## src/rtl/led_bank_ctrl.sv

```systemverilog
// Memory-mapped LED output bank: data/blink/control registers, blink timer,
// PWM brightness and a registered LED drive stage on the MemOrIO bus.
module led_bank_ctrl #(
  parameter int unsigned NUM_LEDS  = 24,
  parameter int unsigned BLINK_DIV = 25_000_000,
  parameter int unsigned PWM_BITS  = 4
) (
  input  logic                led_clk,
  input  logic                ledrst,
  input  logic                ledcs,
  input  logic                ledwrite,
  input  logic [3:0]          ledaddr,
  input  logic [15:0]         ledwdata,
  output logic [15:0]         ledrdata,
  output logic [NUM_LEDS-1:0] ledout
);

  localparam int unsigned BCNT_W = $clog2(BLINK_DIV);
  localparam logic [BCNT_W-1:0] BCNT_MAX = BCNT_W'(BLINK_DIV - 1);

  localparam logic [3:0] ADDR_DATA_LO  = 4'h0;
  localparam logic [3:0] ADDR_DATA_HI  = 4'h2;
  localparam logic [3:0] ADDR_BLINK_LO = 4'h4;
  localparam logic [3:0] ADDR_BLINK_HI = 4'h6;
  localparam logic [3:0] ADDR_CTRL     = 4'h8;

  // Architectural registers
  logic [NUM_LEDS-1:0] r_data;
  logic [NUM_LEDS-1:0] r_blink;
  logic                r_en;
  logic [PWM_BITS-1:0] r_duty;
  logic [BCNT_W-1:0]   r_blink_cnt;
  logic                r_blink_phase;
  logic [PWM_BITS-1:0] r_pwm_cnt;

  // Next-state and datapath wires
  logic                w_wr;
  logic                w_rd;
  logic                w_blink_wr;
  logic [NUM_LEDS-1:0] w_data_nxt;
  logic [NUM_LEDS-1:0] w_blink_nxt;
  logic                w_en_nxt;
  logic [PWM_BITS-1:0] w_duty_nxt;
  logic [BCNT_W-1:0]   w_blink_cnt_nxt;
  logic                w_blink_phase_nxt;
  logic [PWM_BITS-1:0] w_pwm_cnt_nxt;
  logic [31:0]         w_data32;
  logic [31:0]         w_blink32;
  logic [15:0]         w_ctrl16;
  logic [15:0]         w_rdata;
  logic                w_pwm_on;
  logic [NUM_LEDS-1:0] w_lit;
  logic [NUM_LEDS-1:0] w_led_nxt;

  assign w_wr       = ledcs & ledwrite;
  assign w_rd       = ledcs & ~ledwrite;
  assign w_blink_wr = w_wr & ((ledaddr == ADDR_BLINK_LO) | (ledaddr == ADDR_BLINK_HI));

  // Zero-padded 32-bit views so unimplemented LED bits read back as 0
  assign w_data32  = 32'(r_data);
  assign w_blink32 = 32'(r_blink);
  assign w_ctrl16  = 16'(r_en) | (16'(r_duty) << 4);

  // Register write decode: only the addressed 16-bit half changes
  always_comb begin
    w_data_nxt  = r_data;
    w_blink_nxt = r_blink;
    w_en_nxt    = r_en;
    w_duty_nxt  = r_duty;
    for (int unsigned i = 0; i < NUM_LEDS; i++) begin
      if (w_wr && (ledaddr == ((i < 16) ? ADDR_DATA_LO : ADDR_DATA_HI))) begin
        w_data_nxt[i] = ledwdata[i % 16];
      end
      if (w_wr && (ledaddr == ((i < 16) ? ADDR_BLINK_LO : ADDR_BLINK_HI))) begin
        w_blink_nxt[i] = ledwdata[i % 16];
      end
    end
    if (w_wr && (ledaddr == ADDR_CTRL)) begin
      w_en_nxt   = ledwdata[0];
      w_duty_nxt = ledwdata[PWM_BITS+3:4];
    end
  end

  // Readback mux; unmapped offsets read 0
  always_comb begin
    w_rdata = 16'h0000;
    case (ledaddr)
      ADDR_DATA_LO:  w_rdata = w_data32[15:0];
      ADDR_DATA_HI:  w_rdata = w_data32[31:16];
      ADDR_BLINK_LO: w_rdata = w_blink32[15:0];
      ADDR_BLINK_HI: w_rdata = w_blink32[31:16];
      ADDR_CTRL:     w_rdata = w_ctrl16;
      default:       w_rdata = 16'h0000;
    endcase
  end

  // Blink timer; a blink-mask write resyncs it so blinking LEDs restart lit
  always_comb begin
    w_blink_cnt_nxt   = r_blink_cnt + BCNT_W'(1);
    w_blink_phase_nxt = r_blink_phase;
    if (w_blink_wr) begin
      w_blink_cnt_nxt   = '0;
      w_blink_phase_nxt = 1'b1;
    end else if (r_blink_cnt == BCNT_MAX) begin
      w_blink_cnt_nxt   = '0;
      w_blink_phase_nxt = ~r_blink_phase;
    end
  end

  // PWM gate and LED pattern; full-scale duty is always on
  always_comb begin
    w_pwm_cnt_nxt = r_pwm_cnt + PWM_BITS'(1);
    w_pwm_on      = (r_duty == {PWM_BITS{1'b1}}) | (r_pwm_cnt < r_duty);
    w_lit         = r_data & (~r_blink | {NUM_LEDS{r_blink_phase}});
    w_led_nxt     = (r_en & w_pwm_on) ? w_lit : '0;
  end

  // State, readback and output registers; reset wins over any access
  always_ff @(posedge led_clk) begin
    if (ledrst) begin
      r_data        <= '0;
      r_blink       <= '0;
      r_en          <= 1'b1;
      r_duty        <= {PWM_BITS{1'b1}};
      r_blink_cnt   <= '0;
      r_blink_phase <= 1'b1;
      r_pwm_cnt     <= '0;
      ledrdata      <= 16'h0000;
      ledout        <= '0;
    end else begin
      r_data        <= w_data_nxt;
      r_blink       <= w_blink_nxt;
      r_en          <= w_en_nxt;
      r_duty        <= w_duty_nxt;
      r_blink_cnt   <= w_blink_cnt_nxt;
      r_blink_phase <= w_blink_phase_nxt;
      r_pwm_cnt     <= w_pwm_cnt_nxt;
      ledout        <= w_led_nxt;
      if (w_rd) begin
        ledrdata <= w_rdata;
      end
    end
  end

endmodule
```

## config.mk

```make
export PLATFORM = sky130hd
export DESIGN_NAME = led_bank_ctrl
export DESIGN_NICKNAME = d
export VERILOG_FILES = /design/src/rtl/led_bank_ctrl.sv
export SDC_FILE = /design/constraint.sdc
export NUM_CORES = 1
export LEC_CHECK = 0
export CAP_MARGIN = 25
export CORE_MARGIN = 3
export CORE_UTILIZATION = 50
export CTS_BUF_LIST = sky130_fd_sc_hd__clkbuf_4
export DETAILED_ROUTE_END_ITERATION = 6
export HOLD_SLACK_MARGIN = 0.05
export PLACE_DENSITY_LB_ADDON = 0.05
export SYNTH_ARGS = -nofsm -noshare
export SYNTH_HDL_FRONTEND = slang
export SYNTH_SLANG_ARGS = --single-unit
```

## constraint.sdc

```tcl
create_clock -name led_clk -period 2.66 [get_ports led_clk]
set_input_delay 0.532 -clock led_clk [delete_from_list [all_inputs] [get_ports led_clk]]
set_output_delay 0.532 -clock led_clk [all_outputs]
set_load 0.01 [all_outputs]
```

==> out/qor.csv, run 1 <==
stage,metric,value,unit
yosys,synth-compound-area-share,8.56,%
cts,clk_path_buf_depth,2,
timing,slew_headroom,48.1,%
timing,layout_min_cycle_time,2.09,ns
critical_path,path_delay_family,simple AND/OR/NAND/NOR gates,
yosys,synth_top_family_by_area,simple AND/OR/NAND/NOR gates,
cells_and_area,antenna_cells,0,
critical_path,cp.required,3.05,ns
yosys,yosys.area.top_type,dfxtp_1,
cts,post-cts-setup-buffer-count,0,
timing,grt_setup_unrepaired,false,
die,rows,35,
detailed_routing,vias,3950,
global_routing,first_global_vias,3858,
detailed_routing,antenna_left,0,
detailed_routing,wl,11.7,mm
detailed_routing,drc,0,
pwr,p_leak,0.00225,uW
worst_hold_path,min_from,ledrst,
yosys,dominantRegCellSynth,dfxtp_1,
cts,root_buffer,clkbuf_4,
timing,fin_crit_sh,78.4,%
yosys,syn_inst,529,
yosys,synth_top_area_share,50.0,%
yosys,ys_warn_count,0,
cts,clock_latency,0.51,ns
cts,postCtsHoldBufs,0,
global_routing,grt_pass1_wl,19.2,mm
yosys,synth_edf_count,0,
die,die_area,11100,um^2
die,core_area,9420,um^2
critical_path,cp_data_arrival_time,2.47,ns
yosys,ys_ff_latch,123,
critical_path,r2r_cells,6,
critical_path,cpPeakStageDelay,0.54,ns
cts,htreeDepth,4,
critical_path,endpoint_kind,flop,
cts,cts_buffers,17,
die,die_w,105,um
worst_hold_path,holdPathStages,2,
cts,clk_pin_slew,0.11,ns
yosys,syn_avg_cell_area,9.31,um^2
timing,fin_tns_setup,0,ns
outcome,status,completed,
cts,ctsResizeCount,0,
global_routing,grt_max_degree,52,
critical_path,critPathKind,flop to flop,
cells_and_area,fin_util,63.3,%
timing,slew_violations,0,
critical_path,r2r-start,r_blink_cnt[17],
yosys,syn_area,4930,um^2
yosys,yosysMostFrequentCell,dfxtp_1,
run,maxCapViolCount,0,
yosys,synthArstFlopShare,0,%
pwr,ir_drop,0.308,mV
worst_hold_path,hp-class,input port to flop,
cells_and_area,area_delta_synth_final,21.0,%
timing,hold_viol_final,0,
place,gp_congestion,0.873,
cells_and_area,drive_above_1_share,9.17,%
cts,clock_sinks,123,
place,port_buffers,63,
global_routing,antenna_found_initial,0,
die,die_h,105,um
timing,tightest_slew,0.772,ns
detailed_routing,drt-vias-per-instance,5.34,
yosys,yosys.area_share.simple,23.5,%
yosys,synth_adder_area_share,1.27,%
yosys,ys_top_cells_by_area,"dfxtp_1, mux2i_1, nor2_1",
timing,fmax,0.480,GHz
detailed_routing,drtPass1Iterations,6,
yosys,synthDistinctLibCells,37,
die,initial_core_util,52.3,%
yosys,syn-num-nets,558,
worst_hold_path,hold_end,r_pwm_cnt[0],
critical_path,cp-start-kind,flop,
yosys,synth_common_cells,"dfxtp_1, nor2_1, nand2_1",
cts,cts_tree,built,
critical_path,ff2ff_setup_slack,0.57,ns
place,dp_hpwl,8.25,mm
yosys,synth-seq-area-share,50.0,%
global_routing,gr-total-overflow,0,
critical_path,worstReg2RegEnd,r_blink_cnt[22],
cells_and_area,nets,630,
timing,fin_worst_skew,0.0188,ns
cells_and_area,fillCellCount,813,
yosys,synth_xor_xnor_area_share,4.62,%
detailed_routing,drt_first_iter_violations,241,
die,ioPinCount,64,
pwr,p_per_area,543,nW/um^2
global_routing,grtUsageTotal,21.8,%
critical_path,path_cells,nor4b_1 -> nand4_1 -> nor4_1 -> or4_1 -> buf_4 -> nor2_1,
critical_path,cp_max_fo,25,
detailed_routing,wl_per_cell,15.8,um
critical_path,path_buf_inv,1,
critical_path,crit_path_top_delay_cell,nor4_1,
timing,setup_viol,0,
yosys,synth_mux_area_share,8.66,%
-- logic make-up after synthesis --
| kind of cell | Yosys count |
|---|---|
| flops | 123 |
| compound gates | 60 |
| buf+inv | 36 |
| xor+xnor | 26 |
| fa+ha+maj | 5 |
| simple gates | 237 |
| mux | 42 |
-- sequential cells by signal, summed over array words and instances (netlist names) --
register and flops:
r_pwm_cnt 4, ledout 24, ledrdata 16, r_blink_phase 1
r_blink 24, r_en 1, r_duty 4, r_data 24
r_blink_cnt 25
-- worst reg2reg max path, stage by stage, from the launching register on --
cell     delay [ns]
dfxtp_1        0.40
nor4b_1        0.34
nand4_1        0.14
nor4_1         0.54
or4_1          0.19
buf_4          0.26
nor2_1         0.09
-- cell usage in the layout, fill, tap and decap left out, types with 2 or more instances in the layout --
cell type,count
o21ai_0,9
clkinv_2,4
or4_1,3
a21oi_1,17
a2bb2oi_1,8
and4_1,3
nor4_2,4
mux2i_1,37
inv_1,7
a221oi_1,3
clkinv_1,3
clkbuf_4,18
nand2_1,57
clkinvlp_4,2
dfxtp_1,123
a222oi_1,5
nor2_1,76
a22o_1,5
xor2_1,20
nor3_1,8
nor4b_1,2
nand2b_1,27
buf_4,19
clkdlybuf4s50_1,62
bufinv_16,2
xnor2_1,6
and3_1,28
o211ai_1,3
mux2_2,5
nand3_1,16
nand4_1,7
ha_1,5
nor2b_1,3
a22oi_1,8
-- metrics by stage --
stage | worst slack, ns | cell area [um^2] | hold slack, ns | total power, uW | cells
floorplan | 0.707 | 4930 | 0.425 | 2000 | 529
global route | 0.348 | 5960 | 0.337 | 3380 | 740
detailed placement | 0.171 | 5720 | 0.445 | 2090 | 711
global placement | 0.258 | 5720 | 0.445 | 2090 | 711
finish | 0.575 | 5960 | 0.355 | 3240 | 740
CTS | 0.591 | 5960 | 0.330 | 3260 | 740
-- layer usage --
| layer | up-vias | part of all wire (%) | global-route usage (%) |
|---|---|---|---|
| met4 | 0 | 2.2 | 8.81 |
| met3 | 20 | 4.7 | 5.14 |
| li1 | 1968 | - | - |
| met2 | 110 | 49 | 36.8 |
| met5 | - | 0 | 0 |
| met1 | 1852 | 44 | 26.6 |
-- where the power goes --
| group | switching (uW) | internal, uW | leakage [uW] |
|---|---|---|---|
| combinational | 103 | 76.5 | 0.00112 |
| sequential | 14.0 | 1860 | 0.000992 |
| clock | 650 | 536 | 0.000132 |
-- final cells by class --
cell class | instances | area, um^2 | share of cell area, %
Sequential cell | 123 | 2460 | 41.3
Multi-Input combinational cell | 370 | 2300 | 38.6
Timing Repair Buffer | 82 | 768 | 12.9
Tap cell | 129 | 161 | 2.71
Clock buffer | 18 | 135 | 2.27
Clock inverter | 11 | 106 | 1.78
Inverter | 7 | 26.3 | 0.441
-- worst max-delay path by stage --
stage | from | to | slack (ns) | cells past startpoint
floorplan | ledaddr[2] | r_blink_cnt[12] | 0.71 | 8
global placement | ledaddr[1] | r_data[18] | 0.26 | 5
detailed placement | ledaddr[1] | r_data[19] | 0.17 | 5
CTS | r_blink_cnt[17] | r_blink_cnt[23] | 0.59 | 6
global route | r_blink_cnt[17] | r_blink_cnt[23] | 0.35 | 6
finish | r_blink_cnt[17] | r_blink_cnt[22] | 0.57 | 6
Note: power is estimated with default switching activity, not from simulation.
==> run 2: changes to the inputs <==
clock period = 2.1 ns   (was 2.66 ns; I/O delays follow)
==> out/qor.csv, run 2 (synthesis gave the netlist of run 1 again) <==
stage,metric,value,unit
outcome,status,completed,
die,core_area,9420,um^2
cts,post-cts-setup-buffer-count,0,
global_routing,grtUsageTotal,21.9,%
critical_path,cp_max_fo,2,
cells_and_area,drive_above_1_share,12.6,%
worst_hold_path,holdPathStages,2,
global_routing,antenna_found_initial,0,
timing,layout_min_cycle_time,1.85,ns
cells_and_area,largest_reg_flops,25,
die,die_w,105,um
cts,cts_buffers,17,
cts,clk_path_buf_depth,2,
timing,holdWs,0.290,ns
critical_path,endpoint_kind,output port,
detailed_routing,drt_first_iter_violations,205,
global_routing,first_global_vias,3926,
die,die_area,11100,um^2
die,die_h,105,um
timing,setup_viol,0,
critical_path,r2r_cells,7,
detailed_routing,drtPass1Iterations,5,
critical_path,path_buf_inv,1,
timing,hold_viol_final,0,
detailed_routing,drt-vias-per-instance,5.30,
critical_path,crit_path_top_delay_cell,clkdlybuf4s50_1,
cts,htreeDepth,4,
detailed_routing,wl_per_cell,15.4,um
pwr,p_per_area,690,nW/um^2
cells_and_area,fin_cells,764,
cts,root_buffer,clkbuf_4,
critical_path,cp_num_cells,1,
timing,grt_setup_unrepaired,false,
cts,clk_pin_slew,0.09,ns
global_routing,gr-total-overflow,0,
critical_path,cpPeakStageDelay,0.55,ns
place,port_buffers,63,
cells_and_area,area_delta_synth_final,25.2,%
cts,clock_latency,0.50,ns
critical_path,cp-start-kind,flop,
timing,slew_violations,0,
timing,fmax,0.542,GHz
global_routing,grt_pass1_wl,19.2,mm
timing,fin_crit_sh,87.9,%
pwr,p_leak,0.00238,uW
detailed_routing,antenna_left,0,
die,rows,35,
place,dp_hpwl,8.43,mm
die,ioPinCount,64,
cells_and_area,final_cell_mix,"dfxtp_1, nor2_1, clkdlybuf4s50_1, nand2_1, buf_4",
run,maxCapViolCount,0,
cells_and_area,antenna_cells,0,
cts,cts_tree,built,
cells_and_area,final_common_cell,dfxtp_1,
place,placed_area,5880,um^2
timing,tightest_slew,0.414,ns
critical_path,cp.required,1.68,ns
detailed_routing,drc,0,
critical_path,path_delay_family,buffers and inverters,
critical_path,cp_data_arrival_time,1.43,ns
cells_and_area,fin_util,65.5,%
die,initial_core_util,52.3,%
detailed_routing,vias,4046,
worst_hold_path,hp-class,input port to flop,
timing,fin_worst_skew,0.0143,ns
detailed_routing,wl,11.8,mm
place,dp.cells,732,
critical_path,path_cells,clkdlybuf4s50_1,
cells_and_area,largest_register,r_blink_cnt,
timing,slew_headroom,72.2,%
place,gp_congestion,0.797,
cells_and_area,stdcell_area,6170,um^2
cts,clock_sinks,123,
pwr,ir_drop,0.551,mV
critical_path,critPathKind,flop to output port,
global_routing,grt_max_degree,27,
timing,fin_tns_setup,0,ns
cells_and_area,nets,651,
[run 2: final timing paths]
path / start / to / slack, ns
hold reg to reg: r_pwm_cnt[0] / r_pwm_cnt[0] / 0.47
hold / removal: ledrst / r_blink[17] / 0.29
setup reg to reg: r_blink_cnt[17] / r_blink_cnt[23] / 0.26
setup / recovery: ledrdata[1] / ledrdata[1] / 0.25
[run 2: what timing repair did]
item,in CTS,in global routing
gates resized for setup,0,2
hold endpoints to repair,0,0
endpoints found under the setup margin,0,24
hold buffers,0,0
[run 2: per-stage QoR]
| step | total power [uW] | worst slack (ns) |
|---|---|---|
| floorplan | 2540 | 0.259 |
| detailed placement | 2660 | -0.197 |
| global route | 4420 | 0.0511 |
| finish | 4260 | 0.254 |
| CTS | 4300 | 0.154 |
| global placement | 2660 | -0.0969 |
[run 2: metal layers]
layer / wire [um] / GRT usage, % / vias to the layer above
met5: 0 / 0 / -
met4: 130 / 6.94 / 0
met3: 591 / 5.27 / 10
met2: 5870 / 37.5 / 120
met1: 5170 / 27.0 / 1901
li1: - / - / 2015
[run 2: layout make-up]
type / instances / area [um^2]
fill: 810 / 3250
timing repair buffer: 103 / 926
inverter: 7 / 26.3
multi-input combinational: 370 / 2310
clock inverter: 12 / 129
clock buffer: 20 / 150
tap: 129 / 161
sequential: 123 / 2460
[run 2: power breakdown]
part           switching (uW)  leakage [uW]  internal, uW
combinational             133       0.00123           110
clock                     810      0.000158           839
sequential               17.1      0.000992          2350
==> run 3: changes to the inputs <==
CELL_PAD_IN_SITES_DETAIL_PLACEMENT = 1   (was not set)
CELL_PAD_IN_SITES_GLOBAL_PLACEMENT = 1   (was not set)
CORE_UTILIZATION = 44   (was 50)
==> out/qor.csv, run 3 (synthesis gave the netlist of run 1 again) <==
stage,metric,value,unit
outcome,status,completed,
place,port_buffers,63,
place,placed_area,5930,um^2
detailed_routing,drc,0,
timing,fin_worst_skew,0.0166,ns
cells_and_area,area_delta_synth_final,26.0,%
detailed_routing,top_layer,met4,
cts,htreeDepth,4,
cts,root_buffer,clkbuf_4,
critical_path,cp_max_fo,25,
cts,postCtsHoldBufs,0,
cells_and_area,multi_input_area,2300,um^2
pwr,p_per_area,690,nW/um^2
cts,cts_buffers,17,
cts,clk_pin_slew,0.11,ns
place,gp_congestion,0.813,
cells_and_area,stdcell_area,6210,um^2
critical_path,path_cells,nor4b_1 -> nand4_1 -> nor4_1 -> buf_4 -> or4_1 -> buf_4 -> nor2_1,
detailed_routing,route.met3.wl,535,um
cells_and_area,final_cell_mix,"dfxtp_1, nor2_1, clkdlybuf4s50_1, nand2_1, mux2i_1",
critical_path,endpoint_kind,flop,
detailed_routing,antenna_left,0,
detailed_routing,drt-vias-per-instance,5.34,
die,core_area,10900,um^2
detailed_routing,route.met2.wl,6.57,mm
pwr,ir_drop,0.773,mV
critical_path,cp.required,2.52,ns
timing,hold_viol_final,0,
die,ioPinCount,64,
cts,cts_tree,built,
critical_path,cp-start-kind,flop,
timing,slew_headroom,69.8,%
timing,setup_viol,0,
cells_and_area,largest_reg_flops,25,
cells_and_area,fin_util,57.0,%
timing,tightest_slew,0.452,ns
cells_and_area,final_common_cell,dfxtp_1,
cts,clock_sinks,123,
cells_and_area,largest_register,r_blink_cnt,
cts,clock_latency,0.54,ns
pwr,p_leak,0.00238,uW
critical_path,critPathKind,flop to flop,
place,dp.cells,742,
global_routing,grtUsageTotal,22.9,%
place,dp_hpwl,9.61,mm
run,maxCapViolCount,0,
die,initial_core_util,45.2,%
detailed_routing,wl_per_cell,17.4,um
cts,clk_path_buf_depth,2,
global_routing,gr-total-overflow,0,
global_routing,grt_max_degree,38,
cells_and_area,ff_latch_area,2460,um^2
critical_path,worst_path_most_repeated_cell,buf_4,
critical_path,cpPeakStageDelay,0.39,ns
timing,fin_tns_setup,0,ns
detailed_routing,drt_first_iter_violations,289,
timing,grt_setup_unrepaired,false,
cells_and_area,fillCellCount,1278,
detailed_routing,wl,13.5,mm
die,rows,38,
cells_and_area,antenna_cells,0,
cells_and_area,drive_above_1_share,12.2,%
critical_path,crit_path_top_delay_cell,dfxtp_1,
timing,fin_crit_sh,90.3,%
timing,layout_min_cycle_time,1.90,ns
cells_and_area,fin_cells,773,
detailed_routing,drtPass1Iterations,5,
timing,fmax,0.527,GHz
cts,post-cts-setup-buffer-count,0,
global_routing,grt_pass1_wl,22.6,mm
worst_hold_path,hp-class,input port to flop,
global_routing,first_global_vias,4545,
die,die_h,112,um
die,die_w,112,um
die,die_area,12500,um^2
timing,slew_violations,0,
cells_and_area,nets,650,
detailed_routing,wl_met1,6.14,mm
detailed_routing,vias,4129,
global_routing,antenna_found_initial,0,
timing,holdWs,0.293,ns
cts,ctsResizeCount,0,
critical_path,cp_data_arrival_time,2.32,ns
run 3: cell count changes in the layout (fill, tap and decap cells not counted):
| cell | change |
|---|---|
| buf_4 | -5 |
| buf_12 | +4 |
| clkbuf_4 | -1 |
| clkinv_1 | -1 |
| clkinv_2 | +1 |
| nor4_1 | +1 |
| nor4_2 | -1 |
| nor4b_1 | +1 |
| nor4b_2 | -1 |
run 3: layout make-up:
type	count	share of cell area, %
clock buffer	19	2.30
clock inverter	12	2.10
inverter	7	0.423
multi-input combinational	370	37.1
sequential	123	39.7
tap	140	2.82
timing repair buffer	102	15.6
run 3: layer usage:
| layer | up-vias | global-route usage [%] |
|---|---|---|
| met5 | - | 0 |
| met4 | 0 | 8.27 |
| met3 | 20 | 6.14 |
| met2 | 70 | 38.5 |
| met1 | 2023 | 28.1 |
| li1 | 2016 | - |
run 3: path summary, 6_finish.rpt:
| kind | slack [ns] | to | startpoint | cells after the start |
|---|---|---|---|---|
| max | 0.20 | r_blink_cnt[7] | r_blink_cnt[17] | 7 |
| min | 0.29 | r_en | ledrst | 3 |
| max reg2reg | 0.20 | r_blink_cnt[7] | r_blink_cnt[17] | 7 |
| min reg2reg | 0.48 | ledrdata[6] | ledrdata[6] | 2 |
run 3: power by group:
| group | internal [uW] | leakage (uW) | switching (uW) |
|---|---|---|---|
| clock | 819 | 0.000156 | 839 |
| combinational | 118 | 0.00123 | 141 |
| sequential | 2350 | 0.000992 | 17.6 |
run 3: metrics by stage:
| stage | setup WS (ns) | total power (uW) |
|---|---|---|
| 2_1_floorplan | 0.259 | 2540 |
| 3_3_place_gp | -0.146 | 2670 |
| 3_5_place_dp | -0.206 | 2680 |
| 4_1_cts | 0.140 | 4330 |
| 5_1_grt | 0.0122 | 4460 |
| 6_report | 0.203 | 4280 |
run 3: critical path: cells and delay by family, from the launching register on:
family	cells	cell delay, ns
simple gates	5	0.96
buf+inv	2	0.44
flops	1	0.39
